**src/rtl/region_attr_table.sv**
```systemverilog
// rtl/region_attr_table.sv - region attribute table with config port and per-port lookup slices
//
// Purpose: holds NR_RULES address regions (base, len, {nonidem, exec, cached}
// attributes, lock bit) and resolves attributes for NR_PORTS independent
// lookup channels. The lowest matching rule index wins. A miss returns
// MISS_ATTR.
//
// Ports:
//   clk_i, rst_ni      clock, synchronous active-low reset
//   cfg_*              single-cycle register access (registered response)
//   lk_valid_i/ready_o request handshake per port, lk_addr_i address per port
//   lk_valid_o/ready_i result handshake per port, lk_hit_o/lk_attr_o result
module region_attr_table #(
  parameter int unsigned NR_RULES = 4,
  parameter int unsigned PLEN     = 34,
  parameter int unsigned NR_PORTS = 2,
  parameter logic [NR_RULES*PLEN-1:0] RST_BASE = '0,
  parameter logic [NR_RULES*PLEN-1:0] RST_LEN  = '0,
  parameter logic [NR_RULES*3-1:0]    RST_ATTR = '0,
  parameter logic [2:0]               MISS_ATTR = 3'b100,
  localparam int unsigned IW = (NR_RULES > 1) ? $clog2(NR_RULES) : 1
) (
  input  logic                   clk_i,
  input  logic                   rst_ni,
  input  logic                   cfg_req_i,
  input  logic                   cfg_we_i,
  input  logic [IW-1:0]          cfg_idx_i,
  input  logic [1:0]             cfg_field_i,
  input  logic [PLEN-1:0]        cfg_wdata_i,
  output logic                   cfg_rvalid_o,
  output logic [PLEN-1:0]        cfg_rdata_o,
  output logic                   cfg_err_o,
  input  logic [NR_PORTS-1:0]    lk_valid_i,
  output logic [NR_PORTS-1:0]    lk_ready_o,
  input  logic [NR_PORTS*PLEN-1:0] lk_addr_i,
  output logic [NR_PORTS-1:0]    lk_valid_o,
  input  logic [NR_PORTS-1:0]    lk_ready_i,
  output logic [NR_PORTS-1:0]    lk_hit_o,
  output logic [NR_PORTS*3-1:0]  lk_attr_o
);

  logic [PLEN-1:0] r_base [NR_RULES];
  logic [PLEN-1:0] r_len  [NR_RULES];
  logic [2:0]      r_attr [NR_RULES];
  logic [NR_RULES-1:0] r_lock;

  logic            r_cfg_rvalid;
  logic [PLEN-1:0] r_cfg_rdata;
  logic            r_cfg_err;

  logic            w_idx_ok;
  logic            w_sel_lock;

  assign w_idx_ok   = ({1'b0, cfg_idx_i} < (IW+1)'(NR_RULES));
  assign w_sel_lock = w_idx_ok ? r_lock[cfg_idx_i] : 1'b1;

  // End of region is computed one bit wider so a region ending exactly at
  // the top of the address space does not wrap around to zero.
  function automatic logic f_match(input logic [PLEN-1:0] addr,
                                   input logic [PLEN-1:0] base,
                                   input logic [PLEN-1:0] len);
    logic [PLEN:0] lim;
    lim = {1'b0, base} + {1'b0, len};
    return (len != '0) && (addr >= base) && ({1'b0, addr} < lim);
  endfunction

  // Table and config response
  always_ff @(posedge clk_i) begin
    if (!rst_ni) begin
      for (int r = 0; r < NR_RULES; r++) begin
        r_base[r] <= RST_BASE[r*PLEN +: PLEN];
        r_len[r]  <= RST_LEN[r*PLEN +: PLEN];
        r_attr[r] <= RST_ATTR[r*3 +: 3];
      end
      r_lock       <= '0;
      r_cfg_rvalid <= 1'b0;
      r_cfg_rdata  <= '0;
      r_cfg_err    <= 1'b0;
    end else begin
      r_cfg_rvalid <= cfg_req_i;
      if (cfg_req_i) begin
        r_cfg_rdata <= '0;
        r_cfg_err   <= 1'b0;
        if (cfg_we_i) begin
          if (w_sel_lock || (cfg_field_i == 2'd3)) begin
            r_cfg_err <= 1'b1;
          end else begin
            case (cfg_field_i)
              2'd0: r_base[cfg_idx_i] <= cfg_wdata_i;
              2'd1: r_len[cfg_idx_i]  <= cfg_wdata_i;
              default: begin
                // Attribute and lock land together, so locking can also
                // fix the final attribute value in one access.
                r_attr[cfg_idx_i] <= cfg_wdata_i[2:0];
                r_lock[cfg_idx_i] <= cfg_wdata_i[3];
              end
            endcase
          end
        end else begin
          if (!w_idx_ok || (cfg_field_i == 2'd3)) begin
            r_cfg_err <= 1'b1;
          end else begin
            case (cfg_field_i)
              2'd0:    r_cfg_rdata <= r_base[cfg_idx_i];
              2'd1:    r_cfg_rdata <= r_len[cfg_idx_i];
              default: r_cfg_rdata <= PLEN'({r_lock[cfg_idx_i], r_attr[cfg_idx_i]});
            endcase
          end
        end
      end
    end
  end

  assign cfg_rvalid_o = r_cfg_rvalid;
  assign cfg_rdata_o  = r_cfg_rdata;
  assign cfg_err_o    = r_cfg_err;

  // Lookup channels: each is a one-entry slice evaluated against the table
  // as it stands in the acceptance cycle.
  for (genvar p = 0; p < NR_PORTS; p++) begin : g_port
    logic [PLEN-1:0] w_addr;
    logic            w_hit;
    logic [2:0]      w_attr;
    logic            w_rdy;
    logic            r_vld;
    logic            r_hit;
    logic [2:0]      r_res;

    assign w_addr = lk_addr_i[p*PLEN +: PLEN];

    // Scan from the highest index down so the lowest matching rule wins.
    always_comb begin
      w_hit  = 1'b0;
      w_attr = MISS_ATTR;
      for (int r = NR_RULES - 1; r >= 0; r--) begin
        if (f_match(w_addr, r_base[r], r_len[r])) begin
          w_hit  = 1'b1;
          w_attr = r_attr[r];
        end
      end
    end

    assign w_rdy = !r_vld || lk_ready_i[p];

    always_ff @(posedge clk_i) begin
      if (!rst_ni) begin
        r_vld <= 1'b0;
        r_hit <= 1'b0;
        r_res <= 3'b000;
      end else if (w_rdy && lk_valid_i[p]) begin
        r_vld <= 1'b1;
        r_hit <= w_hit;
        r_res <= w_attr;
      end else if (lk_ready_i[p]) begin
        r_vld <= 1'b0;
      end
    end

    assign lk_ready_o[p]      = !rst_ni || w_rdy;
    assign lk_valid_o[p]      = r_vld;
    assign lk_hit_o[p]        = r_hit;
    assign lk_attr_o[p*3 +: 3] = r_res;
  end

endmodule

```
**config.mk**
```make
export PLATFORM = sky130hd
export DESIGN_NAME = region_attr_table
export DESIGN_NICKNAME = d
export VERILOG_FILES = /design/src/rtl/region_attr_table.sv
export SDC_FILE = /design/constraint.sdc
export NUM_CORES = 2
export LEC_CHECK = 0
export CAP_MARGIN = 20
export CELL_PAD_IN_SITES_DETAIL_PLACEMENT = 1
export CELL_PAD_IN_SITES_GLOBAL_PLACEMENT = 2
export CORE_MARGIN = 2
export CORE_UTILIZATION = 43
export DETAILED_ROUTE_END_ITERATION = 7
export GPL_ROUTABILITY_DRIVEN = 0
export PLACE_DENSITY_LB_ADDON = 0.05
export SYNTH_ARGS = -nofsm -noshare
export SYNTH_HDL_FRONTEND = slang
export SYNTH_SLANG_ARGS = --single-unit
```
**constraint.sdc**
```tcl
create_clock -name clk_i -period 14.92 [get_ports clk_i]
set_input_delay 2.984 -clock clk_i [delete_from_list [all_inputs] [get_ports clk_i]]
set_output_delay 2.984 -clock clk_i [all_outputs]
set_load 0.1 [all_outputs]
```
Yosys cells after proc, flatten, opt, wreduce, memory -nomap -nowiden
Memories as Yosys holds them, arrays and structs flattened.
Cells that the tools add are included.
Storage, ports and cells
  register bits: 50
  bits in writable memories: 284
  input port bits: 114
  output and inout port bits: 48
  logic and storage cells: 137
  memories kept: 3
Cells by class
  add/sub/neg operators: 4
  $lt $le $gt $ge: 18
  equality and inequality tests: 2
  muxes and demuxes: 59
  bitwise gates (word level): 2
  reduce and logical (&&, ||, !) cells: 39
Memories
  r_base: words 4, width 34, rd ports 5, clocked after memory_dff 0, wr ports 4, line 42  | logic [PLEN-1:0] r_base [NR_RULES];
  r_len: words 4, width 34, rd ports 5, clocked after memory_dff 0, wr ports 4, line 43  | logic [PLEN-1:0] r_len [NR_RULES];
  r_attr: words 4, width 3, rd ports 5, clocked after memory_dff 0, wr ports 4, line 44  | logic [2:0] r_attr [NR_RULES];
Operators with widths (number)
  $lt A34 B35 Y1: 8
  $ge A34 B34 Y1: 8
  $add A34 B34 Y35: 4
  $mux W34: 4
  $reduce_bool A34 Y1: 4
  $pmux W34 S2: 1
  $reduce_or A34 Y1: 2
  $mux W1: 39
  $mux W3: 9
  $logic_and A1 B1 Y1: 19
  $mux W2: 3
  $logic_or A1 B1 Y1: 5
  $bwmux W4: 1
  $reduce_and A4 Y1: 1
  $reduce_bool A2 Y1: 2
  $logic_not A1 Y1: 3
  $lt A2 B3 Y1 const B: 1
  $reduce_or A3 Y1: 1
  $bmux W1 S2: 1
  $demux W1 S2: 1
  $eq A2 B1 Y1 const B: 1
  $eq A2 B2 Y1 const B: 1
  $ge A2 B1 Y1 const B: 1
  $logic_not A2 Y1: 1
  other kinds (2): 3

Longest topological paths before layout
  depth after elaboration: 10
  mapped depth: 26
  depth with buffers taken out: 26

Worst setup path before layout
OpenSTA, ideal clock, no wires.
  kind: input -> register
  start: input port cfg_idx_i[1]
  end: memory r_base[2][0] (enable)
  setup time: 0.472 ns
  data arrival time: 6.839 ns
  required time: 14.448 ns
  path slack: 7.609 ns
  stages: 5
  buffers on the path: 1
  path through: clkbuf_1 > mux4_2 > nand3b_1 > or3_1 > o21ai_0
RTL lines
  from (decl): line 27  | input logic [IW-1:0] cfg_idx_i,
  to (decl): line 42

Final worst setup path
  start: input port lk_ready_i[0]
  end: output port lk_ready_o[0]
On the way
  cells in the longest elaborated chain, start to end: 2
RTL lines
  from (decl): line 37  | input logic [NR_PORTS-1:0] lk_ready_i,
  $logic_or A1 B1 Y1: line 143  | assign w_rdy = !r_vld || lk_ready_i[p];
  $logic_or A1 B1 Y1: line 159  | assign lk_ready_o[p] = !rst_ni || w_rdy;
  to (decl): line 34  | output logic [NR_PORTS-1:0] lk_ready_o,
No other way between the ends.

==> summary.txt <==
Place
  – Post-placement cell count: 4686
  – Buffers added on ports: 161
  – DP Area: 36390 µm²
  – Detailed placement HPWL: 126.0 mm

Timing
  – Setup TNS Final: 0 ns
  – Worst-case headroom to the max-slew limit: 11.46%
  – Fin. max-slew vios: 0
  – Slew of the pin with the lowest slew margin: 1.317 ns
  – Setup repair after global routing missed its margin: false
  – Hold Violations, Final: 0
  – Fraction of the cycle the final worst path needs: 51.80%
  – Peak Freq: 129.4 MHz
  – Final setup fails: 0
  – Clock tree skew after final layout: 0.03984 ns
  – Minimum period implied by the final worst setup slack: 7.729 ns

Cells and area
  – Fillers: 8711
  – Area added between synthesis and finish: 12.98%
  – Post-layout instance area: 37740 µm²
  – Sequential standard cell area: 9529 µm²
  – Multi-input logic area: 22690 µm²
  – Share of post-route cells with drive strength above 1: 6.314%
  – Final #Nets: 4476
  – Number of standard cells in the layout, taps in and fillers out: 4763

Power and ir drop
  – Sw Share: 40.09%
  – Power per cell area: 96.81 nW/µm²
  – Clk network pwr share: 27.7%
  – Cell internal pwr: 2189 µW
  – Leakage power of the design: 0.01718 µW
  – Logic gate share of total power: 40.9%
  – Switching power total: 1464 µW
  – Sequential group share of total power: 31.4%
  – Max VDD drop: 88.01 µV

Floorplan
  – Die width: 282.7 µm
  – Initial core utilization: 43.26%
  – Top-level I/O count: 162
  – Die Outline Area: 79930 µm²
  – Core region area: 77210 µm²
  – Number of rows created at floorplan: 102
  – Vertical extent of the die: 282.7 µm

Synth
  – Share of Yosys cell area claimed by the top area cell type: 25.53%
  – Synth Area per Inst: 9.463 µm²
  – Unique masters post-synth: 91
  – Most area-consuming cells after synthesis: edfxtp_1, ha_1, mux4_2
  – Share of synthesized area occupied by flip-flops and latches: 28.53%
  – Synth Flop Type: edfxtp_1
  – Post-synthesis instance area: 33400 µm²
  – Yosys top cell by area: edfxtp_1
  – Seq cells post-synth: 334
  – Cell count after synthesis: 3530
  – Post-synth EDFFs: 284
  – Count of yosys warnings during synthesis: 0
  – Dominant cell by count in the synthesized netlist: ha_1
  – Synth async-reset ratio: 0%
  – Mapped Nets: 4316
  – Post-synth top cells: ha_1, nor2_1, a21oi_1, edfxtp_1, inv_1

Setup path
  – Data required time of the worst path: 11.94 ns
  – Nature of the critical path endpoint: output pin
  – Startpoint class of the critical path: input port
  – Worst path arrival time: 4.74 ns
  – Top fanout value on the critical path: 2
  – Setup Crit Path Kind: in -> out

Global routing
  – Wire length of the first global-routing pass: 223.5 mm
  – Most used routing layer in global routing: met2
  – Largest net degree at the start of global routing: 79
  – Initial antenna violation count: 11
  – Global-route usage over all layers: 38.86%
  – Vias in the first global route: 32110
  – Met2 usage in global routing: 59.96%
  – Routing usage on met3: 7.072%
  – Grt ovf: 0
  – Met1 global-route usage: 51.11%

CTS
  – Hold-fix buffers, CTS: 0
  – Clock tree from TritonCTS: built
  – CTS resizes: 0
  – Clock Pin Slew Worst Setup and Hold Paths: 0.06 ns
  – Number of buffers added by the clock tree synthesis step: 40
  – Number of levels in the clock H-tree: 2
  – Root Buffer Master: clkbuf_16
  – Number of sinks driven by the clock tree: 334
  – Max Root-Sink Buffers: 3
  – Clock latency at the later pin of the worst-skew pair: 0.60 ns
  – Post CTS Setup Buffer Count: 0

Route
  – Total wire length after detailed routing: 156.9 mm
  – Initial DRT Pass Iterations: 5
  – First-iteration detailed-routing DRC count: 3395
  – Antenna Nets Post-Route: 0
  – DR DRC count: 0
  – Routed length per instance: 32.95 µm
  – Detail-routed via count per cell: 6.555
  – Routed via count: 31220

Worst hold path
  – Hold/Removal Path Class: reg -> reg

Job
  – Max_cap viols: 0

Outcome
  – Outcome: completed
[cells in the final DEF, fill, tap and decap left out, types with 18 or more instances in the layout]
cell type and count:
a211oi_1 29, a21o_1 184, a21oi_1 308, a31oi_1 18, and3_1 121, buf_4 38
clkbuf_16 41, clkdlybuf4s50_1 157, dfxtp_1 50, edfxtp_1 284, ha_1 668, inv_1 261
mux2i_1 35, mux4_2 72, nand2_1 171, nand2b_1 42, nand3_1 58, nand4_1 100
nor2_1 327, nor2b_1 56, nor3_1 38, nor4_1 40, o211ai_1 19, o21a_1 34
o21ai_0 157, o21bai_1 21, xnor2_1 59, xor2_1 61
[cell type report]
class                   count  area share (%)
diodes                      1        0.006631
clock buffers              50           2.861
clock inverters            24          0.6631
inverters                 263           2.616
multi-input cells        2850           60.13
flip-flops and latches    334           25.25
well taps                1040           3.448
repair buffers            201           5.030
[registers in the layout (all words and copies together), names as in the netlist]
register      flops
g_port.r_res      6
r_len           136
r_base          136
cfg_rdata_o      34
cfg_rvalid_o      1
g_port.r_vld      2
r_attr           12
cfg_err_o         1
r_lock            4
g_port.r_hit      2
[kinds of logic after synthesis]
logic type	Yosys count	synth area share [%]
AND/OR/NAND/NOR	1036	15.61
AO/OA/AOI/OAI	913	17.54
adder cells (fa/ha/maj)	672	25.26
buffers and inverters	346	3.944
flip-flops	334	28.53
XOR/XNOR	120	3.146
multiplexers	109	5.971
[path summary, 6_finish.rpt]
path                        endpoint          start  depth (start not counted)  slack [ns]
setup / recovery       lk_ready_o[0]  lk_ready_i[0]                          4        7.19
setup reg to reg  g_port[0].r_res[0]    r_len[1][1]                         22        7.22
hold reg to reg            r_lock[1]      r_lock[1]                          2        0.48
hold / removal             r_lock[1]      r_lock[1]                          2        0.48
[metal layers]
layer	share of wire (%)	routed length, µm	vias up
met1	42	65190	15750
met3	8.2	12870	400
met2	44	68300	1411
met4	6.7	10450	16
li1	-	-	13650
met5	0.072	113	-
[critical path: stages]
cell and delay [ns]:
clkdlybuf4s50_1 0.48, nor2b_1 0.06, nand2_1 0.06, clkdlybuf4s50_1 1.16
[power by group through the flow]
stage                     combinational [µW]  sequential [µW]  clock [µW]
after floorplan                          876             1160           0
after global placement                  1380             1160           0
after detailed placement                1440             1160           0
after CTS                               1460             1140        1020
after global routing                    1610             1150        1050
final                                   1490             1150        1010
[through the flow]
stage / setup slack (ns) / util [%] / hold WS (ns) / total power [µW]
after floorplan: 7.609 / - / 0.4315 / 2035
after global placement: 7.029 / 47.09 / 0.4408 / 2539
after detailed placement: 7.190 / 47.13 / 0.4587 / 2607
after CTS: 7.185 / 48.85 / 0.4724 / 3618
after global routing: 7.128 / 48.87 / 0.5041 / 3808
final: 7.191 / 48.88 / 0.4787 / 3653
Note: power is estimated with default switching activity, not from simulation.
